## src/rtl/jt89_wr_sched.sv

```systemverilog
// Round-robin scheduler turning A/B register writes into jt89 latch/data byte strobes; tone pairs are atomic.
// Ack is combinational in the grant cycle, first strobe one clk later; requesters hold req until ack, strobes paced by GAP clken ticks.
module jt89_wr_sched #(
    parameter int GAP = 32
) (
    input  logic       clk,
    input  logic       rst_n,
    input  logic       clken,
    input  logic       a_req,
    input  logic [2:0] a_reg,
    input  logic [9:0] a_val,
    output logic       a_ack,
    input  logic       b_req,
    input  logic [2:0] b_reg,
    input  logic [9:0] b_val,
    output logic       b_ack,
    output logic       wr_n,
    output logic [7:0] din,
    output logic       busy
);
    localparam int CW = (GAP < 2) ? 1 : $clog2(GAP + 1);
    localparam logic [CW-1:0] GAP_LD = CW'(GAP);

    typedef enum logic [2:0] {IDLE, LATCH, GAP1, DATA, GAP2} state_t;

    state_t        state, state_nx;
    logic [CW-1:0] cnt, cnt_nx;
    logic          ptr_b, ptr_b_nx;
    logic [2:0]    cur_reg, cur_reg_nx;
    logic [9:0]    cur_val, cur_val_nx;
    logic [7:0]    din_q;
    logic          grant_a, grant_b;
    logic          cur_tone;
    logic [7:0]    latch_byte, data_byte;

    // Grants are gated by rst_n so no ack can escape while reset is held.
    always_comb begin
        grant_a = 1'b0;
        grant_b = 1'b0;
        if (rst_n && state == IDLE && cnt == '0) begin
            if (a_req && (!b_req || !ptr_b)) begin
                grant_a = 1'b1;
            end else if (b_req) begin
                grant_b = 1'b1;
            end
        end
    end

    assign cur_tone   = !cur_reg[0] && (cur_reg[2:1] != 2'b11);
    assign latch_byte = {1'b1, cur_reg, (cur_reg == 3'd6) ? {1'b0, cur_val[2:0]} : cur_val[3:0]};
    assign data_byte  = {2'b00, cur_val[9:4]};

    always_comb begin
        state_nx   = state;
        cnt_nx     = cnt;
        ptr_b_nx   = ptr_b;
        cur_reg_nx = cur_reg;
        cur_val_nx = cur_val;
        case (state)
            IDLE: begin
                if (grant_a || grant_b) begin
                    state_nx   = LATCH;
                    ptr_b_nx   = grant_a;
                    cur_reg_nx = grant_a ? a_reg : b_reg;
                    cur_val_nx = grant_a ? a_val : b_val;
                end else if (clken && cnt != '0) begin
                    cnt_nx = cnt - CW'(1);
                end
            end
            LATCH: begin
                cnt_nx   = GAP_LD;
                state_nx = GAP1;
            end
            GAP1: begin
                if (cnt == '0) begin
                    state_nx = cur_tone ? DATA : IDLE;
                end else if (clken) begin
                    cnt_nx = cnt - CW'(1);
                end
            end
            DATA: begin
                cnt_nx   = GAP_LD;
                state_nx = GAP2;
            end
            GAP2: begin
                if (cnt == '0) begin
                    state_nx = IDLE;
                end else if (clken) begin
                    cnt_nx = cnt - CW'(1);
                end
            end
            default: state_nx = IDLE;
        endcase
    end

    assign a_ack = grant_a;
    assign b_ack = grant_b;
    assign wr_n  = !(state == LATCH || state == DATA);
    assign busy  = (state != IDLE);
    // din is only driven during a strobe and otherwise replays the last byte sent.
    assign din   = (state == LATCH) ? latch_byte :
                   (state == DATA)  ? data_byte  : din_q;

    always_ff @(posedge clk or negedge rst_n) begin
        if (!rst_n) begin
            state   <= IDLE;
            cnt     <= '0;
            ptr_b   <= 1'b0;
            cur_reg <= '0;
            cur_val <= '0;
            din_q   <= '0;
        end else begin
            state   <= state_nx;
            cnt     <= cnt_nx;
            ptr_b   <= ptr_b_nx;
            cur_reg <= cur_reg_nx;
            cur_val <= cur_val_nx;
            din_q   <= din;
        end
    end
endmodule

```

## config.mk

```make
export PLATFORM = sky130hd
export DESIGN_NAME = jt89_wr_sched
export DESIGN_NICKNAME = d
export VERILOG_FILES = /design/src/rtl/jt89_wr_sched.sv
export SDC_FILE = /design/constraint.sdc
export NUM_CORES = 1
export LEC_CHECK = 0
export ABC_AREA = 1
export CORE_UTILIZATION = 44
export CTS_CLUSTER_SIZE = 12
export DETAILED_ROUTE_END_ITERATION = 8
export PLACE_DENSITY = 0.85
export SLEW_MARGIN = 25
export SYNTH_ARGS = -nofsm -noshare
export SYNTH_HDL_FRONTEND = slang
export SYNTH_SLANG_ARGS = --single-unit
```

## constraint.sdc

```tcl
create_clock -name clk -period 1.6 [get_ports clk]
set_input_delay 0.32 -clock clk [delete_from_list [all_inputs] [get_ports clk]]
set_output_delay 0.32 -clock clk [all_outputs]
set_load 0.03 [all_outputs]
```

==> impl_metrics.yaml <==
placed_design:
  place_area_sq_um: 2360
  port_buffers: 42
  place.gp.congestion: 0.863
  hpwl_mm: 3.02
  pre_cts_slack_ns: -0.282
clock_tree:
  numCtsBuffers: 5
  ctsLongestPathBuffers: 2
  cts-root-buf: "clkbuf_8"
  cts_hold_buffers: 0
  htreeDepth: 2
  clkTransAtPathRegs_ns: 0.07
  clk-insertion-delay-late_ns: 0.28
  clkSinkCount: 31
  cts_tree: "built"
worst_setup_path:
  crit_chain: "buf_6 > inv_4 > nand3_4 > buf_6 > o211ai_1 > buf_4"
  reg2regPathDepth: 9
  cpPeakStageDelay_ns: 0.42
  worst_path_max_delay_cell: "dfrtp_1"
  cp.depth: 6
  critPathArrivalTime_ns: 1.53
  crit_type: "flop to primary output"
  critPathMaxFanout: 2
  timing.critical_path.mode_cell: "buf_6"
  cp_top_family: "buffers and inverters"
  cp.required_ns: 1.28
  crit_buf_inv: 4
  start_kind: "flop"
  critPathCaptureType: "primary output"
cells_and_area:
  fillerInstances: 271
  final_nets: 336
  top_regs: "cur_val x10, din_q x8, cnt x6"
  antenna_cells: 0
  regMostFlops: "cur_val"
  areaGrowthSynthToFinish_pct: 57.1
  post-route-cell-area_sq_um: 2760
  drive_above_1_share: 0.320
  largest_reg_flops: 10
pwr:
  switchingPower_w: 0.00215
  combPwrFrac: 0.590
  vdd_drop_max_mv: 0.720
  p_sw_frac: 0.414
  p_seq_frac: 0.269
  power-per-cell-area_nw_per_um2: 1890
  p_int_w: 0.00305
  clkPwrFrac: 0.141
  power.leakage_nw: 1.41
  power_w: 0.00520
floorplan:
  fp.dieArea_sq_um: 4250
  start_util: 0.469
  die_x_microns: 65.2
  die_h_microns: 65.2
  coreArea_sq_um: 3740
  ios: 43
  rows: 22
logic_synthesis:
  netlist_instances: 218
  yosys_warnings: 0
  synth-seq-area-share: 0.442
  synth_nets: 251
  synth_top_cell_by_area: "dfrtp_1"
  postSynthAreaPerCell_sq_um: 8.05
  synth.cell_area_sq_um: 1760
  synthDistinctLibCells: 30
  synth.ff_latch_count: 31
  synthTopCellsByArea: "dfrtp_1 44%, nand2_1 16%, nand3_1 6.8%"
  synth.top_cell.area_share: 0.442
timing:
  finalSetupViolations: 12
  finalCritPeriodShare: 1.16
  fin_ws_ns: -0.249
  rsz0062_at_grt: "yes"
  finClkSkew_ns: 0.00885
  fin_crit_ns: 1.85
  maxSlewViolCount: 0
  max_slew_margin: 0.744
  hold_viol_final: 0
  tightest_slew_ns: 0.385
  fmax_ghz: 0.541
global_routing:
  grt_pass1_wl_mm: 7.38
  track_usage: 0.229
  grt_pass1_vias: 1748
  antenna_found_initial: 0
  overflow: 0
  grt_start_max_net_pins: 32
detailed_routing:
  via_count: 1746
  wire_per_inst_microns: 12.9
  viasPerCell: 4.97
  drtIter0Drc: 58
  drt.antenna.violating_nets: 0
  first_pass_iters: 5
  drc: 0
  drt_wl_total_mm: 4.53
outcome:
  violations: "setup timing"
  run_status: "complete, but fails checks"
run:
  cap_violations: 0
hold_path:
  whs_path_depth: 2
  hp-class: "flop to flop"
-- worst min-delay path: stages (launching register included) --
cell,delay (ns)
dfrtp_1,0.32
nand2_1,0.05
nand2_1,0.07
-- timing repair --
item / 4_1_cts / 5_1_grt
buffers inserted: 13 / 7
pin swaps: 9 / 6
gates cloned: 0 / 0
endpoints found under the setup margin: 12 / 23
gates resized for setup: 38 / 10
-- cells in the mapped netlist --
cell / number
nor4b_1: 1
o211ai_1: 2
o21ai_4: 1
nor2_1: 5
and2_1: 1
nor2_2: 1
nor2_8: 1
o21ai_0: 8
nand4_1: 1
a21boi_2: 1
or2_2: 1
a22oi_1: 4
nand2_4: 1
clkinv_4: 1
a31oi_1: 1
inv_1: 28
a22o_1: 1
nand3_1: 24
nor3_1: 1
nand2_1: 74
nand3b_1: 13
dfrtp_1: 31
buf_4: 2
nand3_4: 2
buf_2: 2
ha_1: 2
a21oi_1: 3
buf_6: 2
nor2_4: 2
a21oi_2: 1
-- power by group through the flow --
stage / clock [W] / combinational, W / sequential [W]
2_1_floorplan: 0 / 0.00151 / 0.00132
3_3_place_gp: 0 / 0.00224 / 0.00135
3_5_place_dp: 0 / 0.00231 / 0.00136
5_1_grt: 0.000767 / 0.00333 / 0.00144
6_report: 0.000735 / 0.00307 / 0.00140
4_1_cts: 0.000742 / 0.00279 / 0.00137
-- cell families (layout without fill, tap and decap cells) --
group | after synthesis | count (layout) | share of synthesized area
adder cells (fa/ha/maj) | 2 | 2 | 0.0143
AO/OA/AOI/OAI | 22 | 22 | 0.0862
flip-flops | 31 | 31 | 0.442
AND/OR/NAND/NOR | 128 | 128 | 0.366
buffers and inverters | 35 | 120 | 0.0919
-- layout by cell type, fill, tap and decap left out, drive strengths merged --
cell type / instances
a21boi: 1
a21oi: 4
a22o: 1
a22oi: 4
a31oi: 1
and2: 1
buf: 54
bufinv: 1
clkbuf: 6
clkdlybuf4s50: 30
clkinv: 1
clkinvlp: 1
dfrtp: 31
ha: 2
inv: 27
nand2: 75
nand3: 26
nand3b: 13
nand4: 1
nor2: 9
nor3: 1
nor4b: 1
o211ai: 2
o21ai: 9
or2: 1
-- metal layers --
| layer | share of wire | track usage | vias up |
|---|---|---|---|
| li1 | - | - | 872 |
| met1 | 0.40 | 0.251 | 809 |
| met2 | 0.52 | 0.418 | 50 |
| met3 | 0.052 | 0.0503 | 15 |
| met4 | 0.029 | 0.103 | 0 |
| met5 | 0 | 0 | - |
-- final cells by class --
| type | count | area (sq um) | share of cell area |
|---|---|---|---|
| inverters | 29 | 125 | 0.0454 |
| multi-input cells | 152 | 927 | 0.336 |
| clock buffers | 6 | 72.6 | 0.0263 |
| flip-flops and latches | 31 | 777 | 0.282 |
| clock inverters | 1 | 30.0 | 0.0109 |
| well taps | 48 | 60.1 | 0.0218 |
| repair buffers | 84 | 766 | 0.278 |
-- per-stage QoR --
stage / util / setup TNS, ns / instances / hold WS (ns)
after floorplan: - / 0 / 218 / 0.0244
after global placement: 0.632 / -2.52 / 324 / 0.454
after detailed placement: 0.632 / -3.36 / 324 / 0.467
after CTS: 0.713 / -1.83 / 344 / 0.483
after global routing: 0.737 / -2.65 / 351 / 0.513
final: 0.737 / -1.98 / 351 / 0.486
-- final timing paths --
| check | startpoint | slack (ns) | end |
|---|---|---|---|
| max | state[1] | -0.25 | din[4] |
| min | din_q[1] | 0.49 | din_q[1] |
| max reg2reg | state[0] | -0.01 | din_q[4] |
| min reg2reg | din_q[1] | 0.49 | din_q[1] |
| max in group asynchronous | rst_n | 0.73 | state[0] |
| min in group asynchronous | rst_n | 0.56 | cnt[5] |
(Power assumes the default switching activity.)
